===== config.mk =====
export PLATFORM = sky130hd
export DESIGN_NAME = dmem_lsu
export DESIGN_NICKNAME = d
export VERILOG_FILES = /design/src/rtl/rv32_mem_pkg.sv /design/src/rtl/lsu_data_align.sv /design/src/rtl/dmem_lsu.sv
export SDC_FILE = /design/constraint.sdc
export NUM_CORES = 1
export LEC_CHECK = 0
export CORE_MARGIN = 5
export CORE_UTILIZATION = 45
export DETAILED_ROUTE_END_ITERATION = 12
export PLACE_DENSITY_LB_ADDON = 0.3
export SLEW_MARGIN = 20
export SYNTH_ARGS = -nofsm -noshare
export SYNTH_HDL_FRONTEND = slang
export SYNTH_HIERARCHICAL = 1
export SYNTH_SLANG_ARGS = --single-unit

===== constraint.sdc =====
create_clock -name clk -period 10.9 [get_ports clk]
set_input_delay 2.725 -clock clk [delete_from_list [all_inputs] [get_ports clk]]
set_output_delay 2.725 -clock clk [all_outputs]
set_load 0.05 [all_outputs]

===== src/rtl/rv32_mem_pkg.sv =====
// Shared definitions for the RV32 data-memory load/store unit.
package rv32_mem_pkg;

  localparam logic [2:0] F3_B  = 3'b000;
  localparam logic [2:0] F3_H  = 3'b001;
  localparam logic [2:0] F3_W  = 3'b010;
  localparam logic [2:0] F3_BU = 3'b100;
  localparam logic [2:0] F3_HU = 3'b101;

  typedef enum logic [2:0] {
    S_IDLE,
    S_LOAD,
    S_WRITE,
    S_RMW_RD,
    S_RMW_WR,
    S_RESP
  } lsu_state_t;

  typedef enum logic [1:0] {
    SZ_BYTE,
    SZ_HALF,
    SZ_WORD,
    SZ_NONE
  } acc_size_t;

  // Access size for a load/store funct3; SZ_NONE marks an illegal encoding.
  // Unsigned variants exist only for loads.
  function automatic acc_size_t access_size(input logic we, input logic [2:0] f3);
    acc_size_t sz;
    sz = SZ_NONE;
    case (f3)
      F3_B:  sz = SZ_BYTE;
      F3_H:  sz = SZ_HALF;
      F3_W:  sz = SZ_WORD;
      F3_BU: sz = we ? SZ_NONE : SZ_BYTE;
      F3_HU: sz = we ? SZ_NONE : SZ_HALF;
      default: sz = SZ_NONE;
    endcase
    return sz;
  endfunction

endpackage


===== src/rtl/lsu_data_align.sv =====
// Combinational data path: load sign/zero extension and sub-word store merge.
module lsu_data_align
  import rv32_mem_pkg::*;
(
  input  logic [2:0]  funct3_i,
  input  logic [31:0] rdata_i,
  input  logic [31:0] old_word_i,
  input  logic [31:0] wdata_i,
  output logic [31:0] load_data_o,
  output logic [31:0] store_data_o
);

  // Extend the addressed low bytes of the memory word into a register value.
  always_comb begin
    load_data_o = rdata_i;
    case (funct3_i)
      F3_B:  load_data_o = {{24{rdata_i[7]}}, rdata_i[7:0]};
      F3_BU: load_data_o = {24'h0, rdata_i[7:0]};
      F3_H:  load_data_o = {{16{rdata_i[15]}}, rdata_i[15:0]};
      F3_HU: load_data_o = {16'h0, rdata_i[15:0]};
      default: load_data_o = rdata_i;
    endcase
  end

  // Replace the low byte/halfword of the old word, leaving upper bytes intact.
  always_comb begin
    store_data_o = wdata_i;
    case (funct3_i)
      F3_B:    store_data_o = {old_word_i[31:8], wdata_i[7:0]};
      F3_H:    store_data_o = {old_word_i[31:16], wdata_i[15:0]};
      default: store_data_o = wdata_i;
    endcase
  end

endmodule


===== src/rtl/dmem_lsu.sv =====
// Load/store initiator between the core execute stage and a word-wide,
// combinationally-read data memory. Sub-word stores use read-modify-write.
// Handshake: a request transfers on the posedge where req_valid && req_ready;
// req_ready is high only in IDLE, and resp_valid is a one-cycle pulse with
// resp_rdata/resp_err held until the next response.
module dmem_lsu
  import rv32_mem_pkg::*;
#(
  parameter int unsigned MEM_BYTES        = 256,
  parameter bit          ALLOW_MISALIGNED = 1'b0
) (
  input  logic        clk,
  input  logic        rst,
  input  logic        req_valid,
  output logic        req_ready,
  input  logic        req_we,
  input  logic [2:0]  req_funct3,
  input  logic [31:0] req_addr,
  input  logic [31:0] req_wdata,
  output logic        resp_valid,
  output logic [31:0] resp_rdata,
  output logic        resp_err,
  output logic [31:0] mem_addr,
  output logic [31:0] mem_wdata,
  output logic        mem_we,
  input  logic [31:0] mem_rdata,
  output lsu_state_t  dbg_state
);

  lsu_state_t  state_q, state_d;
  logic [2:0]  f3_q;
  logic [31:0] wdata_q;
  logic [31:0] merge_q;
  logic [31:0] mem_addr_q;
  logic [31:0] rdata_q;
  logic        err_q;

  acc_size_t   req_size;
  logic [32:0] req_last_byte;
  logic        req_misal;
  logic        req_oor;
  logic        req_err;
  logic [31:0] load_data;
  logic [31:0] store_data;

  lsu_data_align u_align (
    .funct3_i     (f3_q),
    .rdata_i      (mem_rdata),
    .old_word_i   (merge_q),
    .wdata_i      (wdata_q),
    .load_data_o  (load_data),
    .store_data_o (store_data)
  );

  // Classify the incoming request; the memory always touches 4 bytes, so
  // the last byte addr+3 must be in range regardless of access size.
  always_comb begin
    req_size      = access_size(req_we, req_funct3);
    req_last_byte = {1'b0, req_addr} + 33'd3;
    req_misal     = !ALLOW_MISALIGNED &&
                    ((req_size == SZ_HALF && req_addr[0]) ||
                     (req_size == SZ_WORD && req_addr[1:0] != 2'b00));
    req_oor       = req_last_byte >= 33'(MEM_BYTES);
    req_err       = (req_size == SZ_NONE) || req_misal || req_oor;
  end

  // Next-state and memory-port outputs; writes only in WRITE/RMW_WR.
  always_comb begin
    state_d   = state_q;
    mem_we    = 1'b0;
    mem_wdata = 32'h0;
    case (state_q)
      S_IDLE: begin
        if (req_valid) begin
          if (req_err)                 state_d = S_RESP;
          else if (!req_we)            state_d = S_LOAD;
          else if (req_funct3 == F3_W) state_d = S_WRITE;
          else                         state_d = S_RMW_RD;
        end
      end
      S_LOAD:   state_d = S_RESP;
      S_WRITE: begin
        mem_we    = 1'b1;
        mem_wdata = wdata_q;
        state_d   = S_RESP;
      end
      S_RMW_RD: state_d = S_RMW_WR;
      S_RMW_WR: begin
        mem_we    = 1'b1;
        mem_wdata = store_data;
        state_d   = S_RESP;
      end
      S_RESP:   state_d = S_IDLE;
      default:  state_d = S_IDLE;
    endcase
  end

  // State register plus request latch, merge word and response registers.
  always_ff @(posedge clk or posedge rst) begin
    if (rst) begin
      state_q    <= S_IDLE;
      f3_q       <= 3'b000;
      wdata_q    <= 32'h0;
      merge_q    <= 32'h0;
      mem_addr_q <= 32'h0;
      rdata_q    <= 32'h0;
      err_q      <= 1'b0;
    end else begin
      state_q <= state_d;
      case (state_q)
        S_IDLE: begin
          if (req_valid) begin
            f3_q    <= req_funct3;
            wdata_q <= req_wdata;
            if (req_err) begin
              err_q   <= 1'b1;
              rdata_q <= 32'h0;
            end else begin
              mem_addr_q <= req_addr;
            end
          end
        end
        S_LOAD: begin
          rdata_q <= load_data;
          err_q   <= 1'b0;
        end
        S_RMW_RD: merge_q <= mem_rdata;
        S_WRITE, S_RMW_WR: begin
          rdata_q <= 32'h0;
          err_q   <= 1'b0;
        end
        default: ;
      endcase
    end
  end

  assign req_ready  = (state_q == S_IDLE);
  assign resp_valid = (state_q == S_RESP);
  assign resp_rdata = rdata_q;
  assign resp_err   = err_q;
  assign mem_addr   = mem_addr_q;
  assign dbg_state  = state_q;

endmodule


### After elaboration in Yosys (flattened, before gate mapping)

Cells that the tools add are included.

| cells by class | value |
|---|---|
| $add $sub $neg | 1 |
| multiply operators | 0 |
| divide/modulo/power cells | 0 |
| magnitude comparators | 1 |
| equality and inequality tests | 17 |
| shifts and indexed selects | 0 |
| multiplexer cells | 18 |
| bitwise operators | 1 |
| reduce and logical (&&, ||, !) cells | 17 |

Operators by type and width:

| cell | count |
|---|---|
| $pmux 32 s2 | 2 |
| $pmux 32 s4 | 1 |
| $pmux 32 s3 | 1 |
| $mux 32 | 2 |
| $add 32x2->33 const B | 1 |
| $ge 33x9->1 const B | 1 |
| $eq 3x3->1 const B | 6 |
| $pmux 2 s5 | 1 |
| $eq 3x1->1 const B | 3 |
| $eq 3x2->1 const B | 3 |
| $logic_not 3->1 | 3 |
| $pmux 3 s3 | 1 |
| $reduce_and 3->1 | 3 |
| $mux 2 | 3 |
| $mux 3 | 2 |
| $eq 2x2->1 const B | 2 |
| $mux 1 | 4 |
| $reduce_bool 2->1 | 2 |
| $logic_or 1x1->1 | 3 |
| $reduce_bool 3->1 | 1 |
| $reduce_or 3->1 | 1 |
| $eq 2x1->1 const B | 1 |
| $logic_and 1x1->1 | 2 |
| $ne 2x1->1 const B | 1 |
| other kinds (5) | 5 |

| storage, ports and cells | value |
|---|---|
| bits in registers | 135 |
| latch bits | 0 |
| bits in writable memories | 0 |
| memory bits (read-only) | 0 |
| input bits | 103 |
| output and inout bits | 103 |
| word-level logic and storage cells | 62 |
| memories | 0 |

### Longest topological paths before layout

Gate-level depths: netlist (run 1).

| depth | value |
|---|---|
| depth in word-level cells | 10 |
| depth in mapped cells | 9 |
| depth with buffers taken out | 7 |

### Cells and area by module

Netlist (run 1), hierarchy kept.

Modules (own cells, without submodules):

| module | times used | cells each | area each (µm²) | sequential area each (µm²) |
|---|---|---|---|---|
| dmem_lsu | 1 | 504 | 5924.4 | 3378.2 |
| lsu_data_align | 1 | 93 | 770.7 | 0.0 |

### Worst setup path after synthesis (run 1)

Ideal clock, no wire load.

| timing | value |
|---|---|
| kind | input port to flip-flop |
| start | in req_addr[17] |
| end | reg mem_addr_q[0] (netlist: mem_addr[0]) |
| setup time | 0.127 ns |
| arrival time | 5.131 ns |
| required time | 10.773 ns |
| slack | 5.642 ns |
| cell stages on the path | 8 |
| buffers on the path | 1 |
| cell sequence | nand3_1 > or4_1 > nor4_1 > o32ai_1 > or4b_4 > nor4b_4 > buf_6 > mux2_1 |

| between the ends | value |
|---|---|
| longest elaborated chain between the ends | 5 |

Ends and longest elaborated chain:

| item | line | text |
|---|---|---|
| start, declared | dmem_lsu.sv:18 | `input logic [31:0] req_addr,` |
| $add 32x2->33 | dmem_lsu.sv:59 | `req_last_byte = {1'b0, req_addr} + 33'd3;` |
| $ge 33x9->1 | dmem_lsu.sv:63 | `req_oor = req_last_byte >= 33'(MEM_BYTES);` |
| $logic_or 1x1->1 | dmem_lsu.sv:64 | `req_err = (req_size == SZ_NONE) \|\| req_misal \|\| req_oor;` |
| $not 1->1 (no source line) | - |  |
| $reduce_and 3->1 (no source line) | - |  |
| end signal, assigned | dmem_lsu.sv:119 | `mem_addr_q <= req_addr;` |
| end, declared | dmem_lsu.sv:34 | `logic [31:0] mem_addr_q;` |

No other way between the ends.
A chain may end at the register's enable or synchronous reset.

### Worst setup path in the final report (run 1)

| timing | value |
|---|---|
| start | in req_addr[11] |
| end | reg mem_addr_q[6] (netlist: mem_addr[6]) |

The elaborated chain is that of the path after synthesis.

==> out/results.txt, run 1 <==
Outcome -> finished clean
Core area -> 13930 um^2
Worst EP required -> 11.19 ns
Post-Syn Nets -> 684
Area Overhead vs Synth -> 41.08%
Initial Util -> 0.4596
Tcrit/Tclk final -> 0.5354
Clock tree buffer depth -> 2
Die Width -> 129.3 um
Final Hold Viols -> 0
Post-detailed-route count of antenna-violating nets -> 0
Final #Nets -> 864
Wire per inst -> 18.18 um
CTS Buf Count -> 17
Worst-path clk slew -> 0.05 ns
Pwr dens -> 268.4 nW/um^2
Post-CTS Setup Inserts -> 0
Hold Path Class -> register to register
Diodes inserted -> 0
Util after Layout -> 0.6485
Total track usage -> 0.2100
Worst setup path class -> primary input to register
Max Fclk -> 0.1714 GHz
Chip height -> 129.3 um
Core Rows -> 43
Pin count of the biggest net entering global routing -> 78
Gpl congestion -> 0.9014
Gr ovfl total -> 0
Met2 Wirelength -> 7864 um
Worst Tran Pin Value -> 0.9686 ns
H-tree levels -> 4
Hold buffers post-CTS -> 0
Number of global-route vias before repair -> 5313
Layout cells sized above 1 -> 0.1749
RSZ-0062 raised after global routing -> false
DR pass1 iterations -> 5
Crit-path slowest cell -> clkdlybuf4s50_1
Initial antenna violation count -> 0
Post-Route Skew -> 0.007094 ns
LEAKAGE -> 3.832 nW
Setup-failing EPs final -> 0
TritonCTS clock tree -> built
Relative slew slack -> 0.3543
Initial DRC count -> 304
Routed WL -> 17310 um
Avg Inst Size Synth -> 11.02 um^2
Clock latency on the worst-skew pair -> 0.41 ns
CP max FO -> 32
Max-Cap Viols -> 0
Io pins -> 206
Post-DR vias/cell -> 5.409
Die ar. -> 16720 um^2
Setup crit start kind -> primary input
Fin crit period -> 5.835 ns
Maximum VDD drop -> 124.0 uV
Setup crit end kind -> register
Final TNS setup -> 0 ns
Synth Cell Area -> 6405 um^2
Port-buffer cells -> 205
DPL Wire Length -> 12390 um
DR WL met3 -> 1467 um
Top Layer Used -> met4
WP data arrival -> 6.13 ns
Synth warn -> 6
Via count -> 5149
DRC errors left -> 0
Cells after synthesis -> 581
CP cell instances -> clkdlybuf4s50_1, nand4_4, or4_1, nor4_1, o32ai_1, or4b_4, nor4b_4, buf_4, mux2_2
Slew Limit Fails -> 0
Slowest Stage Delay on Critical Path -> 0.64 ns
Clock sink total -> 127
WL met1 -> 7698 um
Clk root buf -> clkbuf_16
Post-CTS sizing -> 0
Global-route wire length before repair -> 27530 um
[power breakdown]
part           switching (mW)  internal (mW)
logic                   0.705          0.466
clock network           0.195          0.347
registers               0.113          0.599
total                    1.01           1.41
[sequential cells by signal (all words and copies together), names as in the netlist]
name        cells
resp_rdata     32
f3_q            3
mem_addr       32
merge_q        24
dbg_state       3
resp_err        1
wdata_q        32
[cell type report]
class / count / area [um^2]
clock buffers: 25 / 515.5
clock inverters: 5 / 53.80
fillers: 1062 / 4898
inverters: 5 / 23.77
multi-input cells: 397 / 2924
flip-flops and latches: 127 / 3178
well taps: 180 / 225.2
repair buffers: 213 / 2116
[through the flow]
stage	area, um^2	hold slack (ns)	setup slack (ns)	power (mW)	cells
finish	9036	0.4812	5.065	2.425	952
global route	9036	0.5073	4.880	2.543	952
CTS	9036	0.4884	5.070	2.443	952
detailed placement	8467	0.4745	4.650	1.895	922
global placement	8456	0.4700	4.807	1.867	921
floorplan	6405	0.4736	4.791	1.550	581
[path summary, 6_finish.rpt]
path | startpoint | endpoint | slack [ns] | cells after the start
setup / recovery | req_addr[11] | mem_addr[6] | 5.06 | 9
hold / removal | mem_addr[3] | mem_addr[3] | 0.48 | 1
setup reg to reg | dbg_state[0] | mem_addr[6] | 7.66 | 7
hold reg to reg | mem_addr[3] | mem_addr[3] | 0.48 | 1
max in group asynchronous | rst | merge_q[28] | 6.84 | 3
min in group asynchronous | rst | mem_addr[26] | 2.72 | 2
[critical path: cells and delay by family]
| family | cells | cell delay [ns] |
|---|---|---|
| simple gates | 5 | 1.90 |
| buf+inv | 2 | 0.99 |
| mux | 1 | 0.38 |
| compound gates | 1 | 0.13 |
[routing by layer]
layer  up-vias  global-route usage
met5         -                   0
met4         0             0.06485
met3        22             0.08120
met2       201              0.3250
met1      2491              0.2742
li1       2435                   -
[placed cells by master (no fill, tap or decap), drive strengths merged, types with 3 or more instances in the layout]
cell type and n:
clkbuf 25, clkinv 4, nor3b 5, a21o 9, o21ai 55, buf 8
nor2b 24, clkdlybuf4s50 205, a21oi 3, mux2 92, and3 3, nor3 9
nor2 3, a22o 32, dfrtp 127, nand3 8, xor2 3, or2 3
nand4 6, nor4 11, inv 5, nand2 91, or4 3, or3 4
Note: power is estimated with default switching activity, not from simulation.
==> run 2, diff against run 1 <==
--- a/config.mk
+++ b/config.mk
@@ -6,7 +6,7 @@
 export NUM_CORES = 1
 export LEC_CHECK = 0
 export CORE_MARGIN = 5
-export CORE_UTILIZATION = 45
+export CORE_UTILIZATION = 43
 export DETAILED_ROUTE_END_ITERATION = 12
 export PLACE_DENSITY_LB_ADDON = 0.3
 export SLEW_MARGIN = 20
==> constraint.sdc (replaced) <==
create_clock -name clk -period 4.9 [get_ports clk]
set_input_delay 1.225 -clock clk [delete_from_list [all_inputs] [get_ports clk]]
set_output_delay 1.225 -clock clk [all_outputs]
set_load 0.05 [all_outputs]
==> run 2 against run 1 <==
Compared with the run above:
- sequential share of layout area decreased by 0.45 points
- global-route usage shrank 1.0 points
- clock-buffer cell count is 7 lower
- critical path depth shrank 4
- highest routed layer unchanged
- combinational power up 120%
- setup slack worse by 4.5 ns
- clock skew increased by 0.0040 ns
- hold slack gained 0.017 ns
- first-iteration DRC count down 37%
- flip-flop and latch count is the same
- via count shrank 1.4%
- design area up 1.3%
==> out/results.txt, run 2 (synthesis results as in run 1) <==
Outcome -> finished clean
Final WS setup -> 0.5905 ns
Post-DR vias/cell -> 5.295
Most frequent cells in the layout -> 205 x clkdlybuf4s50_1, 127 x dfrtp_1, 91 x nand2_1, 72 x mux2_2, 55 x o21ai_0
Initial Util -> 0.4390
Design area -> 9154 um^2
Relative slew slack -> 0.3359
Clock latency on the worst-skew pair -> 0.41 ns
Worst Hold Slack -> 0.4980 ns
Setup crit end kind -> output pin
Final TNS setup -> 0 ns
Slew Limit Fails -> 0
Clock sink total -> 127
Core Rows -> 44
Core area -> 14590 um^2
Post-Route Skew -> 0.01105 ns
Io pins -> 206
LEAKAGE -> 3.878 nW
Post-detailed-route count of antenna-violating nets -> 0
Final #Nets -> 865
Hold Path Class -> register to register
Pin count of the biggest net entering global routing -> 117
Area Overhead vs Synth -> 42.92%
Number of global-route vias before repair -> 5387
Most common cell after layout, fill and taps aside -> clkdlybuf4s50_1
Worst-path clk slew -> 0.06 ns
Initial DRC count -> 193
Maximum VDD drop -> 330.7 uV
Util after Layout -> 0.6274
Die ar. -> 17440 um^2
Total track usage -> 0.1999
Via count -> 5078
Cell Count Post-Placement -> 927
Setup crit start kind -> register
WP data arrival -> 3.08 ns
Clock tree buffer depth -> 2
Gpl congestion -> 0.8942
Max Fclk -> 0.2320 GHz
Worst EP required -> 3.67 ns
Wire per inst -> 17.98 um
Tcrit/Tclk final -> 0.8795
Setup-failing EPs final -> 0
DR pass1 iterations -> 4
Fin crit period -> 4.309 ns
Hold buffers post-CTS -> 0
Die Width -> 132.0 um
Clk root buf -> clkbuf_16
CTS Buf Count -> 17
Post-CTS Setup Inserts -> 0
Worst Tran Pin Value -> 0.9961 ns
Chip height -> 132.0 um
Final Hold Viols -> 0
Layout cells sized above 1 -> 0.1806
Port-buffer cells -> 205
DRC errors left -> 0
Post-CTS sizing -> 0
Fin cells -> 959
Routed WL -> 17240 um
TritonCTS clock tree -> built
Max-Cap Viols -> 0
Initial antenna violation count -> 0
Power, Total -> 5.621 mW
Pwr dens -> 614.1 nW/um^2
CP max FO -> 32
Worst setup path class -> register to output pin
DPL Wire Length -> 12270 um
Gr ovfl total -> 0
H-tree levels -> 4
Global-route wire length before repair -> 28530 um
Placed inst area -> 8476 um^2
Diodes inserted -> 0
RSZ-0062 raised after global routing -> false
Pre-CTS setup slack -> 0.2005 ns
[run 2: cell type report]
type,count,area (um^2)
Clock inverter,14,236.5
Fill cell,1151,5435
Sequential cell,127,3178
Inverter,5,26.28
Timing Repair Buffer,214,2120
Multi-Input combinational cell,397,2924
Clock buffer,18,439.2
Tap cell,184,230.2
[run 2: power by group]
part | internal [mW] | leakage, nW | switching (mW)
clock network | 0.968 | 0.326 | 0.468
logic | 1.04 | 1.92 | 1.56
registers | 1.33 | 1.63 | 0.253
[run 2: per-layer routing]
metal  vias up  routed length [um]  part of all wire  GRT usage
met1      2463                7555              0.44     0.2624
met5         -                   0                 0          0
met2       179                8180              0.47     0.3141
met3        10                1365             0.079    0.07443
met4         0                 142            0.0082    0.05086
li1       2426                   -                 -          -
[run 2: path summary, 6_finish.rpt]
check / slack [ns] / depth (start not counted) / end / from
hold reg to reg: 0.50 / 2 / resp_err / resp_err
hold / removal: 0.50 / 2 / resp_err / resp_err
setup / recovery: 0.59 / 5 / mem_wdata[16] / f3_q[1]
setup reg to reg: 2.43 / 7 / mem_addr[28] / dbg_state[1]
min in group asynchronous: 1.36 / 2 / resp_rdata[4] / rst
max in group asynchronous: 2.82 / 3 / mem_addr[28] / rst
[run 2: critical path: stages (launching register included)]
cell and delay (ns):
dfrtp_1 0.81, or2_1 0.20, buf_4 0.37, mux2_2 0.39, a22o_1 0.20, clkdlybuf4s50_1 0.70
